`src/rtl/lvds_pkg.sv`:
```
// Shared definitions for the LVDS frame scheduler: FSM encoding and defaults.
package lvds_pkg;

   typedef enum logic [2:0] {
      S_IDLE,
      S_SOF,
      S_DATA,
      S_EOF,
      S_GAP
   } state_t;

   localparam int         BYTE_CYCLES_DEF = 10;
   localparam logic [7:0] FLAG_BYTE_DEF   = 8'h7E;

endpackage

```
`src/rtl/rr_arbiter_2.sv`:
```
// Two-way round-robin arbiter. The pointer names the channel that wins a tie;
// a grant is produced only when the update strobe marks an arbitration slot.
module rr_arbiter_2 (
   input  logic [1:0] req,
   input  logic       ptr,
   input  logic       update,
   output logic [1:0] grant
);

   // Prefer the pointed-to channel, fall back to its peer.
   always_comb begin
      grant = 2'b00;
      if (update) begin
         if (ptr) begin
            if (req[1])      grant = 2'b10;
            else if (req[0]) grant = 2'b01;
         end else begin
            if (req[0])      grant = 2'b01;
            else if (req[1]) grant = 2'b10;
         end
      end
   end

endmodule

```
`src/rtl/lvds_frame_scheduler.sv`:
```
// Frames byte packets from two requesters with 0x7E flags and feeds the LVDS
// serializer on a fixed byte-slot grid. A byte is loaded on the last cycle of
// a slot (fetch) and its start strobe lands on the first cycle of the next
// slot (issue); a busy serializer holds the grid at slot 0 until it frees up.
module lvds_frame_scheduler
   import lvds_pkg::*;
#(
   parameter int         BYTE_CYCLES = BYTE_CYCLES_DEF,
   parameter int         GAP_SLOTS   = 1,
   parameter logic [7:0] FLAG_BYTE   = FLAG_BYTE_DEF
) (
   input  logic       clk,
   input  logic       reset,
   input  logic [7:0] ch0_data_i,
   input  logic       ch0_valid_i,
   input  logic       ch0_last_i,
   output logic       ch0_ready_o,
   input  logic [7:0] ch1_data_i,
   input  logic       ch1_valid_i,
   input  logic       ch1_last_i,
   output logic       ch1_ready_o,
   input  logic       ser_busy_i,
   output logic [7:0] ser_data_o,
   output logic       ser_start_o,
   output logic       ser_st_flag_o,
   output logic [1:0] grant_o,
   output logic       frame_active_o,
   output logic       underrun_o
);

   localparam int             CW        = (BYTE_CYCLES > 2) ? $clog2(BYTE_CYCLES) : 1;
   localparam logic [CW-1:0]  SLOT_LAST = CW'(BYTE_CYCLES - 1);
   localparam logic [7:0]     GAP_END   = 8'(GAP_SLOTS);

   state_t         state;
   logic [CW-1:0]  slot_cnt;
   logic           pending;
   logic           ptr;
   logic           last_q;
   logic           kind_sof;
   logic           kind_eof;
   logic [1:0]     owner;
   logic [1:0]     arb_grant;
   logic [7:0]     gap_cnt;

   logic           fetch;
   logic           gap_done;
   logic           arb_en;
   logic           in_data;
   logic           g_valid;
   logic           g_last;
   logic [7:0]     g_data;
   logic           data_fetch;
   logic           load_sof;
   logic           load_eof;
   logic           load_dat;
   logic           load;
   logic           issue_now;
   logic           sof_issue;
   logic           eof_issue;

   // A stalled byte keeps the grid parked at slot 0, so no fetch can overlap it.
   assign fetch      = (slot_cnt == SLOT_LAST) && !pending;
   assign gap_done   = (state == S_IDLE) ||
                       ((state == S_EOF) && (GAP_SLOTS == 0)) ||
                       ((state == S_GAP) && (gap_cnt >= GAP_END));
   assign arb_en     = fetch && gap_done;
   assign in_data    = (state == S_SOF) || ((state == S_DATA) && !last_q);
   assign g_valid    = owner[1] ? ch1_valid_i : ch0_valid_i;
   assign g_last     = owner[1] ? ch1_last_i  : ch0_last_i;
   assign g_data     = owner[1] ? ch1_data_i  : ch0_data_i;
   assign data_fetch = fetch && in_data;

   assign ch0_ready_o = data_fetch && owner[0] && ch0_valid_i;
   assign ch1_ready_o = data_fetch && owner[1] && ch1_valid_i;
   assign underrun_o  = data_fetch && !g_valid;

   assign load_sof  = |arb_grant;
   assign load_eof  = (fetch && (state == S_DATA) && last_q) || underrun_o;
   assign load_dat  = data_fetch && g_valid;
   assign load      = load_sof || load_eof || load_dat;
   assign issue_now = (load || pending) && !ser_busy_i;
   assign sof_issue = issue_now && (pending ? kind_sof : load_sof);
   assign eof_issue = issue_now && (pending ? kind_eof : load_eof);

   rr_arbiter_2 u_arb (
      .req    ({ch1_valid_i, ch0_valid_i}),
      .ptr    (ptr),
      .update (arb_en),
      .grant  (arb_grant)
   );

   // Slot grid: free-running count, parked at 0 while a loaded byte waits on busy.
   always_ff @(posedge clk or posedge reset) begin
      if (reset) begin
         slot_cnt <= '0;
         pending  <= 1'b0;
      end else begin
         if (fetch)         slot_cnt <= '0;
         else if (!pending) slot_cnt <= slot_cnt + 1'b1;
         pending <= pending ? ser_busy_i : (load && ser_busy_i);
      end
   end

   // Frame sequencer: decides at each fetch what the next slot carries.
   always_ff @(posedge clk or posedge reset) begin
      if (reset) begin
         state   <= S_IDLE;
         owner   <= 2'b00;
         last_q  <= 1'b0;
         gap_cnt <= 8'd0;
      end else if (fetch) begin
         case (state)
            S_IDLE, S_EOF, S_GAP: begin
               if (gap_done) begin
                  if (load_sof) begin
                     state <= S_SOF;
                     owner <= arb_grant;
                  end else begin
                     state <= S_IDLE;
                  end
               end else if (state == S_EOF) begin
                  state   <= S_GAP;
                  gap_cnt <= 8'd1;
               end else begin
                  gap_cnt <= gap_cnt + 8'd1;
               end
            end
            S_SOF, S_DATA: begin
               if (in_data) begin
                  if (g_valid) begin
                     state  <= S_DATA;
                     last_q <= g_last;
                  end else begin
                     state  <= S_EOF;
                     last_q <= 1'b0;
                  end
               end else begin
                  state  <= S_EOF;
                  last_q <= 1'b0;
               end
            end
            default: state <= S_IDLE;
         endcase
      end
   end

   // Serializer byte register and start strobe; data holds until the next load.
   always_ff @(posedge clk or posedge reset) begin
      if (reset) begin
         ser_data_o    <= 8'h00;
         ser_st_flag_o <= 1'b0;
         ser_start_o   <= 1'b0;
         kind_sof      <= 1'b0;
         kind_eof      <= 1'b0;
      end else begin
         ser_start_o <= issue_now;
         if (load) begin
            ser_data_o    <= load_dat ? g_data : FLAG_BYTE;
            ser_st_flag_o <= !load_dat;
            kind_sof      <= load_sof;
            kind_eof      <= load_eof;
         end
      end
   end

   // Frame ownership follows the flags as they actually leave for the serializer.
   always_ff @(posedge clk or posedge reset) begin
      if (reset) begin
         grant_o        <= 2'b00;
         frame_active_o <= 1'b0;
         ptr            <= 1'b0;
      end else if (sof_issue) begin
         grant_o        <= pending ? owner : arb_grant;
         frame_active_o <= 1'b1;
      end else if (eof_issue) begin
         grant_o        <= 2'b00;
         frame_active_o <= 1'b0;
         ptr            <= owner[0];
      end
   end

endmodule

```
`config.mk`:
```
export PLATFORM = sky130hd
export DESIGN_NAME = lvds_frame_scheduler
export DESIGN_NICKNAME = d
export VERILOG_FILES = /design/src/rtl/lvds_pkg.sv /design/src/rtl/rr_arbiter_2.sv /design/src/rtl/lvds_frame_scheduler.sv
export SDC_FILE = /design/constraint.sdc
export NUM_CORES = 1
export LEC_CHECK = 0
export BUFFER_PORTS_ARGS = -buffer_cell sky130_fd_sc_hd__buf_2
export CORE_AREA = 3 3 61 63
export CTS_BUF_LIST = sky130_fd_sc_hd__clkbuf_4
export CTS_CLUSTER_DIAMETER = 150
export DETAILED_ROUTE_END_ITERATION = 8
export DIE_AREA = 0 0 64 66
export GPL_ROUTABILITY_DRIVEN = 1
export PLACE_DENSITY = 0.78
export RECOVER_POWER = 25
export SYNTH_ARGS = -nofsm -noshare
export SYNTH_HDL_FRONTEND = slang
export SYNTH_SLANG_ARGS = --single-unit
```
`constraint.sdc`:
```
create_clock -name clk -period 2.4 [get_ports clk]
set_input_delay 0.12 -clock clk [delete_from_list [all_inputs] [get_ports clk]]
set_output_delay 0.12 -clock clk [all_outputs]
set_load 0.05 [all_outputs]
```
Yosys cells after proc, flatten, opt, wreduce, memory -nomap -nowiden

Cells that the tools add are included.

Input bits: 23
Word-level logic and storage cells: 93
Register bits after elaboration: 35
Output and inout port bits: 16

Multiplexer cells: 29
Reductions and logical operators: 38
$lt $le $gt $ge: 1
Bitwise gates (word level): 2
Add/subtract/negate cells: 2
Eq/ne operators: 7

Operators with widths:

| kind                | count |
|---|---|
| $mux 8              | 3 |
| $logic_and 1x1->1   | 17 |
| $mux 2              | 8 |
| $mux 1              | 12 |
| $mux 3              | 3 |
| $add 8x1->8 const B | 1 |
| $ge 8x1->1 const B  | 1 |
| $mux 4              | 2 |
| $eq 3x2->1 const B  | 2 |
| $logic_or 1x1->1    | 6 |
| $pmux 3 s2          | 1 |
| $reduce_and 2->1    | 3 |
| $logic_not 1->1     | 5 |
| $add 4x1->4 const B | 1 |
| $eq 4x4->1 const B  | 1 |
| $reduce_and 4->1    | 1 |
| $reduce_or 2->1     | 2 |
| $eq 3x1->1 const B  | 1 |
| $eq 3x3->1 const B  | 1 |
| $logic_not 3->1     | 1 |
| $ne 3x3->1 const B  | 1 |
| $reduce_and 3->1    | 1 |
| $reduce_or 3->1     | 1 |
| $ne 2x1->1 const B  | 1 |
| other kinds (2)     | 3 |

Longest topological paths before layout

Gate-level depths: netlist of run 1.

Depth after elaboration: 13
Gate-level depth with buffers: 9
Depth with buffers taken out: 7

By module

A second synthesis of run 1 with hierarchy kept.

Cell total of the unflattened synthesis: 194
Area, all modules: 1930.6 um2

By module, submodules not included:

| module               | cells each | area an instance (um2) | sequential area each (um2) | instances |
|---|---|---|---|---|
| lvds_frame_scheduler | 189        | 1909.3                 | 875.8                      | 1 |
| rr_arbiter_2         | 5          | 21.3                   | 0.0                        | 1 |

Worst setup path before layout of run 1

Ideal clock, no wire load.

Path type: register -> output
From: reg slot_cnt[1]
To: out ch0_ready_o
Cell stages (with the launch flop): 7
Path buffers: 1
Required time: 2.280 ns
Slack: 0.125 ns
Arrival time: 2.155 ns
Path through: dfrtp_1 inv_1 ha_1 and4bb_2 buf_4 o211ai_1 nor3_1

Word-level cells in the longest chain between the ends: 5

RTL lines:

| element                        | line                        | text |
|---|---|---|
| start: declaration             | lvds_frame_scheduler.sv:36  | `logic [CW-1:0] slot_cnt;` |
| start signal: assignment       | lvds_frame_scheduler.sv:100 | `else if (!pending) slot_cnt <= slot_cnt + 1'b1;` |
| $eq 4x4->1                     | lvds_frame_scheduler.sv:63  | `assign fetch = (slot_cnt == SLOT_LAST) && !pending;` |
| $logic_and 1x1->1              | lvds_frame_scheduler.sv:63  |  |
| $logic_and 1x1->1              | lvds_frame_scheduler.sv:72  | `assign data_fetch = fetch && in_data;` |
| $logic_and 1x1->1 (2 in a row) | lvds_frame_scheduler.sv:74  | `assign ch0_ready_o = data_fetch && owner[0] && ch0_valid_i;` |
| end: declaration               | lvds_frame_scheduler.sv:17  | `output logic ch0_ready_o,` |

No other way between the ends.

Worst setup path in the final report of run 1

Same ends and word-level chain as after synthesis.

==> results.sh, run 1 <==
export IMPL_status="completed"
export IMPL_tightest_slew_ns=0.858
export IMPL_cp_end_kind="primary output"
export IMPL_cts_tree="built"
export IMPL_pin_count=39
export IMPL_clk_latency_ns=0.34
export IMPL_async_flop_share_pct=100
export IMPL_placedCellCount=255
export IMPL_required_ns=2.28
export IMPL_final_seq_area_um2=876
export IMPL_min_path_cells=3
export IMPL_wl_um=3630
export IMPL_grt_pass1_wl_um=6260
export IMPL_fin_nets=246
export IMPL_cts_inserted_buffers=5
export IMPL_vias=1415
export IMPL_cp_max_fo=8
export IMPL_clk_path_buf_depth=2
export IMPL_cts_setup_buffers=0
export IMPL_r2r_start="slot_cnt[1]$_DFFE_PP0P_"
export IMPL_path_clk_slew_ns=0.10
export IMPL_ys_warn_count=0
export IMPL_grt_max_degree=36
export IMPL_clock_sinks=35
export IMPL_dieArea_mm2=0.00422
export IMPL_final_max_slew_violation_count=0
export IMPL_hold_viol_final=0
export IMPL_htreeDepth=2
export IMPL_drtIter0Drc=70
export IMPL_fin_crit_ns=2.15
export IMPL_vias_per_cell=5.34
export IMPL_layout_commonest_cell="buf_2"
export IMPL_r2r_slack_ns=0.26
export IMPL_mostFrequentLayoutCells="buf_2 (38), dfrtp_1 (35), nand2_1 (14), nor2_1 (14)"
export IMPL_rsz0062_at_grt="no"
export IMPL_drtPass1Iterations=4
export IMPL_syn_nets=199
export IMPL_synth_cells=171
export IMPL_n_fill_cell=281
export IMPL_core_mm2=0.00328
export IMPL_antenna_found_initial=0
export IMPL_p_total_uw=2230
export IMPL_area_growth_pct=19.3
export IMPL_ys_types=37
export IMPL_die_h_um=66
export IMPL_r2r_cells=7
export IMPL_start_util_pct=53.1
export IMPL_die_x_um=64
export IMPL_grt_pass1_vias=1449
export IMPL_hpwl_um=2740
export IMPL_rows=21
export IMPL_synthTopCellsByArea="dfrtp_1 (50%), mux2i_1 (6.9%), a21oi_1 (3.7%)"
export IMPL_hold_ws_ns=0.0817
export IMPL_grt_overflow_total=0
export IMPL_critPathKind="flip-flop to primary output"
export IMPL_layout_cells_non_filler=265
export IMPL_hold_path_class="input pin to flip-flop"
export IMPL_seq_area_frac_synth_pct=50.3
export IMPL_wl_per_cell_um=13.7
export IMPL_drive_above_1_share_pct=27.9
export IMPL_drv_cap=0
export IMPL_startpoint_type="flip-flop"
export IMPL_fin_skew_ns=0.0111
export IMPL_gp_congestion=0.791
export IMPL_syn_area_per_cell_um2=10.2
export IMPL_track_usage_pct=19.1
export IMPL_fin_tns_setup_ns=0
export IMPL_setup_viol=0
export IMPL_synth_seq_cells=35
export IMPL_fin_ws_ns=0.247
export IMPL_min_to="ser_data_o[3]$_DFFE_PP0P_"
export IMPL_yosysTopAreaCellShare_pct=50.3
export IMPL_fmax_ghz=0.464
export IMPL_portBuffers=38
export IMPL_antennaDiodeCount=0
export IMPL_p_per_area_mw_per_mm2=1070
export IMPL_arrival_ns=2.03
export IMPL_hp_start="ch0_data_i[3]"
export IMPL_reg2reg_to="ptr$_DFFE_PP0P_"
export IMPL_ant_nets=0
export IMPL_irDropWorstVdd_mv=0.928
export IMPL_synth_largest_area_cell="dfrtp_1"
export IMPL_synth_main_ff_cell="dfrtp_1"
export IMPL_syn_cell_area_mm2=0.00174
export IMPL_post_place_ws_ns=0.224
export IMPL_p_leak_uw=0.00102
export IMPL_drc=0
export IMPL_synth_enable_flop_cells=0
export IMPL_period_share_pct=89.7
export IMPL_multi_input_area_um2=798
export IMPL_root_buffer="clkbuf_4"
export IMPL_relSlewSlack_pct=42.8
what timing repair did:
item	CTS	global route
hold buffers	2	0
hold endpoints to repair	36	0
setup endpoints to repair	0	2
gates resized for setup	0	1
cell families (layout without fill, tap and decap cells):
group | count (synthesis) | in the layout | synth area share (%)
mux | 13 | 13 | 7.54
simple gates | 59 | 59 | 17.9
compound gates | 42 | 42 | 16.0
fa+ha+maj | 5 | 5 | 3.59
xor+xnor | 1 | 1 | 0.503
flops | 35 | 35 | 50.3
buf+inv | 16 | 64 | 4.16
critical path: stages, from the launching register on:
cell and delay, ns:
dfrtp_1 0.42, inv_1 0.07, ha_1 0.20, and4bb_2 0.35, o211ai_1 0.21, nor3_1 0.18, buf_2 0.29
registers in the layout, summed over array words and instances, names as in the netlist, 2 cells and up:
register	count
gap_cnt	8
ser_data_o	8
slot_cnt	4
state	3
grant_o	2
owner	2
synth_stat cells, types with 2 or more instances:
| cell | n |
|---|---|
| clkbuf_1 | 2 |
| ha_1 | 5 |
| o21a_1 | 2 |
| buf_4 | 3 |
| o211a_1 | 2 |
| nor2b_1 | 8 |
| a21o_1 | 4 |
| a31o_2 | 3 |
| o21ai_0 | 8 |
| a21oi_1 | 13 |
| and4bb_2 | 2 |
| nand3_1 | 4 |
| nor3_1 | 5 |
| nand2_1 | 14 |
| dfrtp_1 | 35 |
| mux2i_1 | 12 |
| inv_1 | 10 |
| nor2_1 | 14 |
| nor4_1 | 6 |
| a21boi_0 | 2 |
metal layers:
metal,vias up,GRT usage [%],part of all wire (%)
met5,-,0,0
met4,0,8.63,1.3
met3,5,4.59,4.3
met2,33,31.7,50
met1,679,23.6,45
li1,698,-,-
layout make-up:
class | count | area share [%]
flip-flops and latches | 35 | 42.1
multi-input cells | 120 | 38.4
repair buffers | 46 | 12.2
well taps | 46 | 2.77
clock buffers | 6 | 2.17
inverters | 10 | 1.81
clock inverters | 2 | 0.602
worst max-delay path by stage:
| stage | start | to | slack (ns) | cells past startpoint |
|---|---|---|---|---|
| 2_1_floorplan | slot_cnt[1]$_DFFE_PP0P_ | ch0_ready_o | 0.12 | 6 |
| 3_3_place_gp | slot_cnt[1]$_DFFE_PP0P_ | ptr$_DFFE_PP0P_ | 0.36 | 7 |
| 3_5_place_dp | slot_cnt[1]$_DFFE_PP0P_ | grant_o[0]$_DFFE_PP0P_ | 0.22 | 7 |
| 4_1_cts | slot_cnt[1]$_DFFE_PP0P_ | grant_o[0]$_DFFE_PP0P_ | 0.20 | 7 |
| 5_1_grt | slot_cnt[1]$_DFFE_PP0P_ | grant_o[0]$_DFFE_PP0P_ | 0.03 | 7 |
| 6_report | slot_cnt[1]$_DFFE_PP0P_ | ch0_ready_o | 0.25 | 6 |
per-stage QoR:
stage / instance area (um^2) / utilization (%)
floorplan: 1740 / -
global placement: 2000 / 60.9
detailed placement: 2000 / 60.9
CTS: 2080 / 63.3
global route: 2080 / 63.3
finish: 2080 / 63.3
power breakdown:
| part | internal (uW) | switching (uW) |
|---|---|---|
| sequential | 787 | 155 |
| combinational | 338 | 631 |
| clock | 124 | 197 |
Power figures use the tool's default switching activity.
==> inputs of run 2 (changes only) <==
--- a/config.mk
+++ b/config.mk
@@ -5,12 +5,13 @@
 export SDC_FILE = /design/constraint.sdc
 export NUM_CORES = 1
 export LEC_CHECK = 0
+export ABC_AREA = 1
 export BUFFER_PORTS_ARGS = -buffer_cell sky130_fd_sc_hd__buf_2
-export CORE_AREA = 3 3 61 63
+export CORE_AREA = 3 3 60 62
 export CTS_BUF_LIST = sky130_fd_sc_hd__clkbuf_4
 export CTS_CLUSTER_DIAMETER = 150
 export DETAILED_ROUTE_END_ITERATION = 8
-export DIE_AREA = 0 0 64 66
+export DIE_AREA = 0 0 63 65
 export GPL_ROUTABILITY_DRIVEN = 1
 export PLACE_DENSITY = 0.78
 export RECOVER_POWER = 25
==> run 2 against run 1 <==
Net effect: total power shrank 3.0%; global-route usage grew 0.32 points; cell count grew 8.7%; register-to-register slack gained 0.22 ns; setup slack lost 0.040 ns; sequential share of layout area grew 1.7 points; maximum frequency shrank 1.8%; highest routed layer unchanged.
==> results.sh, run 2 <==
export IMPL_synth_main_ff_cell="dfrtp_1"
export IMPL_hold_viol_final=0
export IMPL_core_mm2=0.00308
export IMPL_path_clk_slew_ns=0.10
export IMPL_die_x_um=63
export IMPL_crit_path_frequent_cell="nand2_1"
export IMPL_min_to="ser_data_o[4]$_DFFE_PP0P_"
export IMPL_placedCellCount=277
export IMPL_fin_crit_ns=2.19
export IMPL_layout_cells_non_filler=288
export IMPL_wl_per_cell_um=11.7
export IMPL_top_regs="gap_cnt x8, ser_data_o x8, slot_cnt x4"
export IMPL_ant_nets=0
export IMPL_syn_nets=223
export IMPL_crit_family="simple AND/OR/NAND/NOR gates"
export IMPL_required_ns=2.28
export IMPL_vias=1409
export IMPL_synth_largest_area_cell="dfrtp_1"
export IMPL_wl_um=3380
export IMPL_clock_sinks=35
export IMPL_drtIter0Drc=81
export IMPL_antenna_found_initial=0
export IMPL_start_util_pct=54.2
export IMPL_p_per_area_mw_per_mm2=1080
export IMPL_mostFrequentLayoutCells="nand2_1 (50), buf_2 (38), dfrtp_1 (35)"
export IMPL_rows=20
export IMPL_n_fill_cell=288
export IMPL_grt_pass1_vias=1432
export IMPL_p_total_uw=2170
export IMPL_arrival_ns=2.07
export IMPL_drive_above_1_share_pct=23.0
export IMPL_synth_most_common_cell="nand2_1"
export IMPL_async_flop_share_pct=100
export IMPL_vias_per_cell=4.89
export IMPL_slowest_delay_ns=0.41
export IMPL_r2r_slack_ns=0.48
export IMPL_clk_latency_ns=0.34
export IMPL_drtPass1Iterations=4
export IMPL_rsz0062_at_grt="no"
export IMPL_synthTopCellsByCount="nand2_1 (50), dfrtp_1 (35), inv_1 (25)"
export IMPL_cp_slowest_cell="dfrtp_1"
export IMPL_irDropWorstVdd_mv=0.607
export IMPL_drc=0
export IMPL_synthTopCellsByArea="dfrtp_1 (52%), nand2_1 (11%), inv_1 (5.6%)"
export IMPL_p_leak_uw=0.00111
export IMPL_syn_area_per_cell_um2=8.56
export IMPL_crit_chain="inv_1 > ha_1 > nand2_1 > nor3_4 > nand2_4 > inv_2 > nand2_1 > nor3_1 > buf_2"
export IMPL_synth_cells=195
export IMPL_fin_nets=272
export IMPL_grt_max_degree=36
export IMPL_hp_start="ch1_data_i[4]"
export IMPL_cts_inserted_buffers=5
export IMPL_final_max_slew_violation_count=0
export IMPL_drv_cap=0
export IMPL_layout_commonest_cell="nand2_1"
export IMPL_tightest_slew_ns=0.842
export IMPL_fin_skew_ns=0.00644
export IMPL_cp_end_kind="primary output"
export IMPL_r2r_cells=10
export IMPL_pin_count=39
export IMPL_setup_viol=0
export IMPL_gp_congestion=0.803
export IMPL_dieArea_mm2=0.00410
export IMPL_fmax_ghz=0.456
export IMPL_startpoint_type="flip-flop"
export IMPL_fin_tns_setup_ns=0
export IMPL_grt_pass1_wl_um=6130
export IMPL_antennaDiodeCount=0
export IMPL_ys_types=25
export IMPL_status="completed"
export IMPL_r2r_start="slot_cnt[1]$_DFFE_PP0P_"
export IMPL_post_route_util_pct=64.9
export IMPL_critPathKind="flip-flop to primary output"
export IMPL_synth_seq_cells=35
export IMPL_ys_warn_count=0
export IMPL_grt_overflow_total=0
export IMPL_relSlewSlack_pct=43.9
export IMPL_final_seq_area_um2=876
export IMPL_cp_depth=9
export IMPL_seq_area_frac_synth_pct=52.5
export IMPL_clk_path_buf_depth=2
export IMPL_yosysTopAreaCellShare_pct=52.5
export IMPL_worst_path_buf_inv=3
export IMPL_root_buffer="clkbuf_4"
export IMPL_hold_path_class="input pin to flip-flop"
export IMPL_cp_max_fo=6
export IMPL_synth_enable_flop_cells=0
export IMPL_min_path_cells=3
export IMPL_die_h_um=65
export IMPL_reg2reg_to="ser_data_o[7]$_DFFE_PP0P_"
export IMPL_area_growth_pct=19.6
export IMPL_period_share_pct=91.4
export IMPL_syn_cell_area_mm2=0.00167
export IMPL_cts_tree="built"
export IMPL_portBuffers=38
export IMPL_track_usage_pct=19.5
export IMPL_hpwl_um=2510
export IMPL_htreeDepth=2
export IMPL_multi_input_area_um2=683
run 2: cell count changes after synthesis, moves of 4 or more:
| cell | delta |
|---|---|
| nor4_1 | -6 |
| a21oi_1 | -8 |
| nor2_1 | +4 |
| nand3_1 | +6 |
| o21ai_0 | +7 |
| nand2_1 | +36 |
| mux2i_1 | -9 |
| inv_1 | +15 |
| a31oi_1 | +8 |
| nor2b_1 | -8 |
| a21o_1 | -4 |
run 2: final cells by class:
| type | instances | area share (%) |
|---|---|---|
| clock buffers | 5 | 1.88 |
| repair buffers | 43 | 11.5 |
| clock inverters | 2 | 0.439 |
| well taps | 44 | 2.76 |
| flip-flops and latches | 35 | 43.9 |
| inverters | 28 | 5.33 |
| multi-input cells | 131 | 34.2 |
run 2: power breakdown:
part | leakage [uW] | switching [uW] | total, uW | internal, uW
clock network | 0.0000285 | 187 | 290 | 104
logic | 0.000659 | 659 | 945 | 286
registers | 0.000427 | 151 | 931 | 779
run 2: stage by stage:
stage                     worst slack (ns)  hold WS, ns  area (um^2)
after floorplan                     0.0467        0.183         1670
after global placement               0.624        0.237         1920
after detailed placement             0.544        0.239         1920
after CTS                            0.165       0.0214         1980
after global routing                0.0232       0.0304         2000
final                                0.207       0.0279         2000
run 2: worst max-delay path by stage:
stage                     slack [ns]                         to               startpoint
final                           0.21                ch0_ready_o  slot_cnt[1]$_DFFE_PP0P_
after global routing            0.02                ch0_ready_o  slot_cnt[1]$_DFFE_PP0P_
after CTS                       0.17                ch0_ready_o  slot_cnt[1]$_DFFE_PP0P_
after detailed placement        0.54  ser_data_o[7]$_DFFE_PP0P_  slot_cnt[1]$_DFFE_PP0P_
after global placement          0.62  ser_data_o[0]$_DFFE_PP0P_  slot_cnt[1]$_DFFE_PP0P_
after floorplan                 0.05                ch0_ready_o  slot_cnt[1]$_DFFE_PP0P_
run 2: tightest hold or removal path, cell delays in order:
cell and delay (ns):
buf_2 0.09, nand2_1 0.05, a31oi_1 0.07
run 2: layer usage:
metal | track usage, % | wire length [um] | vias up
li1 | - | - | 734
met1 | 24.8 | 1530 | 632
met2 | 30.3 | 1610 | 36
met3 | 4.51 | 171 | 7
met4 | 11.3 | 73 | 0
met5 | 0 | 0 | -
run 2: logic make-up after synthesis:
kind of cell | synth area share, %
buffers and inverters | 6.60
flip-flops | 52.5
multiplexers | 1.80
AND/OR/NAND/NOR | 24.0
adder cells (fa/ha/maj) | 3.75
AO/OA/AOI/OAI | 11.4
run 2: repair_timing:
action / 4_1_cts / 5_1_grt
setup buffers: 0 / 2
hold endpoints to repair: 36 / 0
hold buffers: 2 / 0
setup endpoints to repair: 0 / 1
resized for setup: 0 / 0
==> inputs of run 3 (changes only) <==
--- a/config.mk
+++ b/config.mk
@@ -7,13 +7,13 @@
 export LEC_CHECK = 0
 export ABC_AREA = 1
 export BUFFER_PORTS_ARGS = -buffer_cell sky130_fd_sc_hd__buf_2
-export CORE_AREA = 3 3 60 62
+export CAP_MARGIN = 0
+export CORE_AREA = 3 3 67 69
 export CTS_BUF_LIST = sky130_fd_sc_hd__clkbuf_4
 export CTS_CLUSTER_DIAMETER = 150
 export DETAILED_ROUTE_END_ITERATION = 8
-export DIE_AREA = 0 0 63 65
+export DIE_AREA = 0 0 70 72
 export GPL_ROUTABILITY_DRIVEN = 1
-export PLACE_DENSITY = 0.78
 export RECOVER_POWER = 25
 export SYNTH_ARGS = -nofsm -noshare
 export SYNTH_HDL_FRONTEND = slang
==> run 3 against run 2 <==
Net effect: register-to-register slack worse by 0.03 ns; sequential power shrank 2.5%; global-route usage fell by 4.5 points; cell count grew 2.8%; worst hold slack improved by 0.0037 ns; sequential share of layout area fell by 0.54 points; final area up 1.3%; critical endpoint is now underrun_o; highest routed layer unchanged.
==> results.sh, run 3 (same netlist as run 2, synthesis figures left out) <==
export IMPL_placed_area_mm2=0.00193
export IMPL_wl_per_cell_um=11.7
export IMPL_clock_sinks=35
export IMPL_wl_um=3470
export IMPL_wl_met3_um=175
export IMPL_grt_pass1_wl_um=5980
export IMPL_clk_path_buf_depth=2
export IMPL_hold_viol_final=0
export IMPL_pin_count=39
export IMPL_layout_commonest_cell="nand2_1"
export IMPL_vias_per_cell=4.76
export IMPL_htreeDepth=2
export IMPL_clk_latency_ns=0.33
export IMPL_startpoint_type="flip-flop"
export IMPL_wl_met2_um=1500
export IMPL_vias=1408
export IMPL_status="completed"
export IMPL_wl_met1_um=1740
export IMPL_drc=0
export IMPL_cts_inserted_buffers=5
export IMPL_power_switching_uw=1010
export IMPL_die_h_um=72
export IMPL_drv_cap=0
export IMPL_track_usage_pct=15.0
export IMPL_rows=23
export IMPL_antenna_found_initial=0
export IMPL_relSlewSlack_pct=59.4
export IMPL_p_per_area_mw_per_mm2=1080
export IMPL_grt_max_degree=21
export IMPL_arrival_ns=2.09
export IMPL_period_share_pct=91.9
export IMPL_min_path_cells=3
export IMPL_critPathKind="flip-flop to primary output"
export IMPL_final_max_slew_violation_count=0
export IMPL_irDropWorstVdd_mv=0.576
export IMPL_drtPass1Iterations=4
export IMPL_antennaDiodeCount=0
export IMPL_hpwl_um=2590
export IMPL_cp_end_kind="primary output"
export IMPL_pwr_share_seq_pct=41.6
export IMPL_path_clk_slew_ns=0.10
export IMPL_n_fill_cell=392
export IMPL_final_area_mm2=0.00202
export IMPL_power_frac_comb_pct=45.1
export IMPL_p_total_uw=2180
export IMPL_hold_path_class="input pin to flip-flop"
export IMPL_p_leak_uw=0.00111
export IMPL_grt_overflow_total=0
export IMPL_fin_ws_ns=0.194
export IMPL_post_place_ws_ns=0.509
export IMPL_ant_nets=0
export IMPL_r2r_slack_ns=0.45
export IMPL_core_mm2=0.00397
export IMPL_drtIter0Drc=48
export IMPL_gp_congestion=0.856
export IMPL_cts_tree="built"
export IMPL_grt_pass1_vias=1313
export IMPL_required_ns=2.28
export IMPL_mostFrequentLayoutCells="nand2_1 (50), dfrtp_1 (35), buf_2 (31)"
export IMPL_top_layer="met4"
export IMPL_cp_max_fo=7
export IMPL_portBuffers=38
export IMPL_setup_viol=0
export IMPL_p_sw_share_pct=46.1
export IMPL_fmax_ghz=0.453
export IMPL_die_x_um=70
export IMPL_power_frac_clock_pct=13.3
export IMPL_internal_power_uw=1180
export IMPL_fin_crit_ns=2.21
export IMPL_start_util_pct=42.0
export IMPL_top_regs="gap_cnt x8, ser_data_o x8, slot_cnt x4"
export IMPL_fin_skew_ns=0.00812
export IMPL_dieArea_mm2=0.00504
export IMPL_r2r_cells=9
export IMPL_drive_above_1_share_pct=21.5
export IMPL_fin_nets=274
export IMPL_area_growth_pct=21.1
export IMPL_tightest_slew_ns=0.611
export IMPL_root_buffer="clkbuf_4"
[run 3: per-layer routing]
metal / global-route usage (%) / up-vias
li1: - / 733
met1: 20.4 / 638
met2: 22.2 / 31
met3: 4.99 / 6
met4: 5.74 / 0
met5: 0 / -
[run 3: critical path: stages, from the launching register on]
cell and delay [ns]:
dfrtp_1 0.41, inv_1 0.08, ha_1 0.13, nand2_1 0.10, nor3_4 0.37, nand2_4 0.13, inv_2 0.08, nand2_1 0.09
nor2_1 0.10, buf_2 0.27
[run 3: power by group through the flow]
stage / Combinational (uW) / Sequential (uW) / Clock (uW)
2_1_floorplan: 518 / 1130 / 0
3_3_place_gp: 970 / 920 / 0
3_5_place_dp: 978 / 916 / 0
4_1_cts: 980 / 907 / 303
5_1_grt: 1100 / 931 / 327
6_report: 984 / 908 / 289
[run 3: final timing paths]
check,start,endpoint
min in group asynchronous,reset,ser_data_o[4]$_DFFE_PP0P_
worst min-delay path,ch0_data_i[6],ser_data_o[6]$_DFFE_PP0P_
worst min register to register,gap_cnt[6]$_DFFE_PP0P_,gap_cnt[6]$_DFFE_PP0P_
worst max-delay path,slot_cnt[1]$_DFFE_PP0P_,underrun_o
worst max register to register,slot_cnt[1]$_DFFE_PP0P_,gap_cnt[2]$_DFFE_PP0P_
max in group asynchronous,reset,gap_cnt[1]$_DFFE_PP0P_
[run 3: per-stage QoR]
stage | cells | hold slack [ns] | utilization (%) | TNS [ns]
floorplan | 195 | 0.183 | - | 0
global placement | 284 | 0.213 | 48.7 | 0
detailed placement | 284 | 0.219 | 48.7 | 0
CTS | 293 | 0.0146 | 50.3 | 0
global route | 296 | 0.0102 | 50.9 | -0.00735
finish | 296 | 0.0317 | 50.9 | 0
[run 3: repair_timing]
item | CTS | global route
endpoints found under the hold margin | 16 | 0
setup buffers | 0 | 3
hold buffers | 2 | 0
setup endpoints to repair | 0 | 1
resized for setup | 0 | 3
[run 3: cell type report]
type	instances	area [um^2]	share of cell area, %
Inverter	28	106	5.26
Clock buffer	5	37.5	1.86
Timing Repair Buffer	45	243	12.0
Multi-Input combinational cell	131	688	34.0
Sequential cell	35	876	43.3
Tap cell	50	62.6	3.09
Clock inverter	2	8.76	0.433
